--- config.mk ---
export PLATFORM = sky130hd
export DESIGN_NAME = dphy_hs_tx_lane_seq
export DESIGN_NICKNAME = d
export VERILOG_FILES = /design/src/rtl/dphy_hs_tx_lane_seq.sv
export SDC_FILE = /design/constraint.sdc
export NUM_CORES = 1
export LEC_CHECK = 0
export CAP_MARGIN = 30
export CORE_ASPECT_RATIO = 1.2
export CORE_UTILIZATION = 55
export DETAILED_ROUTE_END_ITERATION = 7
export MAX_ROUTING_LAYER = met4
export PLACE_DENSITY = 0.9
export RECOVER_POWER = 100
export REMOVE_ABC_BUFFERS = 1
export SKIP_CTS_REPAIR_TIMING = 1
export SLEW_MARGIN = 20
export SYNTH_ARGS = -nofsm -noshare
export SYNTH_HDL_FRONTEND = slang
export SYNTH_SLANG_ARGS = --single-unit
--- constraint.sdc ---
create_clock -name i_byteclk -period 6.4 [get_ports i_byteclk]
set_clock_uncertainty 0.15 [all_clocks]
set_input_delay 1.6 -clock i_byteclk [delete_from_list [all_inputs] [get_ports i_byteclk]]
set_output_delay 1.6 -clock i_byteclk [all_outputs]
set_load 0.005 [all_outputs]
--- src/rtl/dphy_hs_tx_lane_seq.sv ---
// dphy_hs_tx_lane_seq: D-PHY data-lane HS burst sequencer (LP-11/01/00, HS-zero, sync, payload, trail, exit)
module dphy_hs_tx_lane_seq #(
  parameter int T_LPX     = 4,
  parameter int T_PREPARE = 3,
  parameter int T_ZERO    = 10,
  parameter int T_TRAIL   = 6,
  parameter int T_EXIT    = 8
) (
  input  logic       i_byteclk,
  input  logic       i_rst,
  input  logic       i_tx_req,
  input  logic [7:0] i_tx_data,
  input  logic       i_tx_valid,
  input  logic       i_tx_last,
  output logic       o_tx_ready,
  output logic       o_dtxlpp,
  output logic       o_dtxlpn,
  output logic       o_txlpen,
  output logic       o_txhspd,
  output logic       o_txhsen,
  output logic       o_hs_ser_en,
  output logic [7:0] o_hstx_data,
  output logic       o_busy,
  output logic       o_tx_done,
  output logic       o_err_underflow
);
  typedef enum logic [2:0] {S_IDLE, S_LPX, S_PREP, S_ZERO, S_SYNC, S_DATA, S_TRAIL, S_EXIT} state_t;
  localparam logic [5:0] C_LP11 = 6'b111100;
  localparam logic [5:0] C_LPX  = 6'b011100;
  localparam logic [5:0] C_PREP = 6'b001000;
  localparam logic [5:0] C_HS   = 6'b000011;
  localparam logic [7:0] SYNC_BYTE = 8'hB8;
  state_t     r_state;
  logic [7:0] r_cnt;
  logic [7:0] r_data;
  logic [5:0] r_ctrl;
  logic       r_last;
  logic       r_busy;
  logic       r_done;
  logic       r_err;
  logic       w_cnt_zero;
  logic       w_ready;
  assign w_cnt_zero = r_cnt == 8'd0;
  assign w_ready = (r_state == S_SYNC) || (r_state == S_DATA && !r_last);
  assign o_tx_ready = w_ready;
  assign {o_dtxlpp, o_dtxlpn, o_txlpen, o_txhspd, o_txhsen, o_hs_ser_en} = r_ctrl;
  assign o_hstx_data = r_data;
  assign o_busy = r_busy;
  assign o_tx_done = r_done;
  assign o_err_underflow = r_err;
  // Burst sequencer: state, duration counter and all registered lane outputs
  always_ff @(posedge i_byteclk or posedge i_rst)
    if (i_rst) begin
      r_state <= S_IDLE;
      r_cnt   <= 8'd0;
      r_data  <= 8'h00;
      r_ctrl  <= C_LP11;
      r_last  <= 1'b0;
      r_busy  <= 1'b0;
      r_done  <= 1'b0;
      r_err   <= 1'b0;
    end else begin
      r_done <= 1'b0;
      r_err  <= 1'b0;
      case (r_state)
        S_IDLE:
          if (i_tx_req) begin
            r_state <= S_LPX;
            r_cnt   <= 8'(T_LPX - 1);
            r_ctrl  <= C_LPX;
            r_busy  <= 1'b1;
          end
        S_LPX:
          if (w_cnt_zero) begin
            r_state <= S_PREP;
            r_cnt   <= 8'(T_PREPARE - 1);
            r_ctrl  <= C_PREP;
          end else r_cnt <= r_cnt - 8'd1;
        S_PREP:
          if (w_cnt_zero) begin
            r_state <= S_ZERO;
            r_cnt   <= 8'(T_ZERO - 1);
            r_ctrl  <= C_HS;
            r_data  <= 8'h00;
          end else r_cnt <= r_cnt - 8'd1;
        S_ZERO:
          if (w_cnt_zero) begin
            r_state <= S_SYNC;
            r_data  <= SYNC_BYTE;
            r_last  <= 1'b0;
          end else r_cnt <= r_cnt - 8'd1;
        S_SYNC, S_DATA:
          if (w_ready && i_tx_valid) begin
            r_state <= S_DATA;
            r_data  <= i_tx_data;
            r_last  <= i_tx_last;
          end else begin
            r_state <= S_TRAIL;
            r_err   <= w_ready;
            r_data  <= {8{~r_data[7]}};
            r_cnt   <= 8'(T_TRAIL - 1);
          end
        S_TRAIL:
          if (w_cnt_zero) begin
            r_state <= S_EXIT;
            r_cnt   <= 8'(T_EXIT - 1);
            r_ctrl  <= C_LP11;
            r_data  <= 8'h00;
          end else r_cnt <= r_cnt - 8'd1;
        S_EXIT:
          if (w_cnt_zero) begin
            r_state <= S_IDLE;
            r_busy  <= 1'b0;
            r_done  <= 1'b1;
          end else r_cnt <= r_cnt - 8'd1;
      endcase
    end
endmodule

==> impl_metrics.py <==
metrics = {
    "timing": {
        "fin_ws_ns": 2.446,
        "relSlewSlack": 0.4406,
        "setup_viol": 0,
        "holdWs_ns": 0.3470,
        "setup_tns_ns": 0,
        "period_share": 0.6179,
        "clock.fmax_mhz": 252.9,
        "slew_violations": 0,
        "tightest_slew_ns": 0.8391,
        "rsz0062_at_grt": "no",
        "period_needed_ns": 3.954,
        "hold_violations": 0,
    },
    "min_path": {
        "min_from": "o_hstx_data[0]",
        "whs_endpoint": "o_hstx_data[0]",
        "worst_hold_path_type": "flip-flop to flip-flop",
        "hold_depth": 2,
    },
    "synth": {
        "ys_top_cells_by_count": "24 x dfrtp_1, 19 x nand2_1, 18 x o21ai_0",
        "async_reset_ff_frac": 1.000,
        "synth.avg_cell_area_um2": 8.731,
        "syn_inst": 185,
        "yosysWarnings": 0,
        "yosys.area.top_type": "dfrtp_1",
        "yosysSeqAreaShare": 0.4206,
        "synth_edf_count": 0,
        "synth_area_um2": 1615,
        "synth_most_common_cell": "dfrtp_1",
        "ys_top_cells_by_area": "dfrtp_1 37%, o21ai_0 5.6%, dfstp_2 4.9%",
        "ys_ff_latch": 27,
        "synthFlopType": "dfrtp_1",
        "synth.distinct_cells": 52,
        "synth_top_area_frac": 0.3718,
    },
    "die": {
        "dieArea_um2": 3158,
        "die_h_um": 61.37,
        "io-pin-count": 31,
        "die_w_um": 51.47,
        "core_um2": 2785,
        "start_util": 0.5800,
        "rows": 21,
    },
    "placement": {
        "dp_cells": 235,
        "place_ws_ns": 2.597,
        "io_buffers": 30,
        "dpl.hpwl_um": 3210,
        "routabilityCongestion": 1.010,
    },
    "route": {
        "vias_per_cell": 6.471,
        "ant_nets": 0,
        "firstDrtPassIters": 4,
        "drcViolationCount": 0,
        "via_count": 1553,
        "wirelength_um": 4217,
        "wl_per_cell_um": 17.57,
        "drt-initial-drc-count": 81,
    },
    "cells_and_area": {
        "final_net_count": 222,
        "fillers": 232,
        "diodes": 0,
        "final_cell_count_no_fill": 240,
        "fin_util": 0.6864,
        "register_area_um2": 679.4,
        "multiInputGateArea_um2": 820.8,
        "drive_gt1_frac": 0.05825,
        "synthToLayoutAreaGrowth_pct": 18.36,
    },
    "clock_tree": {
        "htreeDepth": 1,
        "cts_buffer_depth": 2,
        "cts_sinks": 27,
        "numCtsBuffers": 3,
        "worstSkewPairLatency_ns": 0.33,
        "cts_tree": "built",
        "root_buffer": "clkbuf_4",
        "clk_pin_slew_ns": 0.15,
    },
    "critical_path": {
        "cp-start-kind": "flip-flop",
        "timing.rr.end": "r_cnt[2]",
        "regToRegStartpoint": "r_cnt[0]",
        "r2r_slack_ns": 3.76,
        "cp_max_fo": 18,
        "reg2reg_depth": 6,
        "path_class": "flip-flop to output port",
        "cp.required_ns": 4.65,
        "cp.arrival_ns": 2.20,
        "end_kind": "output port",
    },
    "flow_run": {
        "drv_cap": 0,
    },
    "pwr": {
        "p_leak_nw": 0.7732,
        "peakVddDrop_mv": 0.2288,
        "powerDensity_nw_per_um2": 348.3,
    },
    "grt": {
        "grt_pass1_wl_um": 6817,
        "gr-usage-all-layers": 0.3030,
        "grt_start_max_net_pins": 19,
        "overflow": 0,
        "antenna_found_initial": 0,
        "grt_pass1_vias": 1503,
    },
    "outcome": {
        "outcome": "completed",
    },
}
## how the worst max path moves through the flow
stage,end,slack [ns],from
after floorplan,r_cnt[0],3.50,i_tx_req
after detailed placement,r_cnt[0],2.60,i_tx_valid
after global placement,r_cnt[0],2.65,i_tx_valid
after CTS,o_tx_ready,2.54,r_state[2]
final,o_tx_ready,2.45,r_state[2]
after global routing,o_tx_ready,2.33,r_state[2]
## placed cells by master (no fill, tap or decap), drive strengths merged, types with 2 or more instances in the layout
cell	n
clkbuf	5
o21ai	18
dfstp	3
nand3	8
xnor2	2
nor2	9
ha	2
nand2b	2
a211o	2
inv	9
nor4	3
o211ai	4
nand2	19
a41oi	3
a21oi	14
dlygate4sd3	19
a21o	2
a211oi	4
clkdlybuf4s50	11
or2	2
nor2b	5
or3	3
dfrtp	24
nor3	10
## through the flow
stage | power, mW | area, µm²
after floorplan | 0.4790 | 1539
after global placement | 0.5813 | 1882
after detailed placement | 0.6034 | 1909
after CTS | 0.6758 | 1937
after global routing | 0.7180 | 1912
final | 0.6658 | 1912
## flip-flops by register name, summed over array words and instances, names as in the netlist
register and count:
r_ctrl 4, o_hstx_data 8, r_last 1, r_cnt 8, r_state 3, o_tx_done 1, o_err_underflow 1, o_busy 1
## logic make-up after synthesis
| logic type | Yosys count | share of synthesized area |
|---|---|---|
| AND/OR/NAND/NOR | 68 | 0.2231 |
| AO/OA/AOI/OAI | 61 | 0.2564 |
| flip-flops | 27 | 0.4206 |
| buffers and inverters | 24 | 0.06815 |
| XOR/XNOR | 3 | 0.01627 |
| adder cells (fa/ha/maj) | 2 | 0.01549 |
## cell type report
| cell class | count | share of cell area |
|---|---|---|
| clock inverter | 1 | 0.002618 |
| tap | 34 | 0.02225 |
| multi-input combinational | 134 | 0.4293 |
| timing repair buffer | 32 | 0.1610 |
| sequential | 27 | 0.3554 |
| clock buffer | 3 | 0.01178 |
| inverter | 9 | 0.01767 |
## critical path, cell delays in order (launching register included)
cell	delay, ns
dfrtp_1	0.71
nand2b_1	0.34
a21oi_1	0.24
dlygate4sd3_1	0.59
## report_power, final
part / internal [mW] / leakage [nW] / total [mW] / switching [mW]
clock network: 0.0235 / 0.0177 / 0.0743 / 0.0508
registers: 0.225 / 0.305 / 0.298 / 0.0727
logic: 0.142 / 0.451 / 0.294 / 0.151
total: 0.391 / 0.773 / 0.666 / 0.275
## per-layer routing
layer	routed length, µm	track usage	part of all wire	up-vias
met5	0	-	0	-
met2	2138	0.5195	0.51	71
met3	231	0.02469	0.055	18
met1	1730	0.3576	0.41	747
met4	117	0.1544	0.028	0
li1	-	-	-	717
No activity file was read; power rests on OpenSTA's default activity.
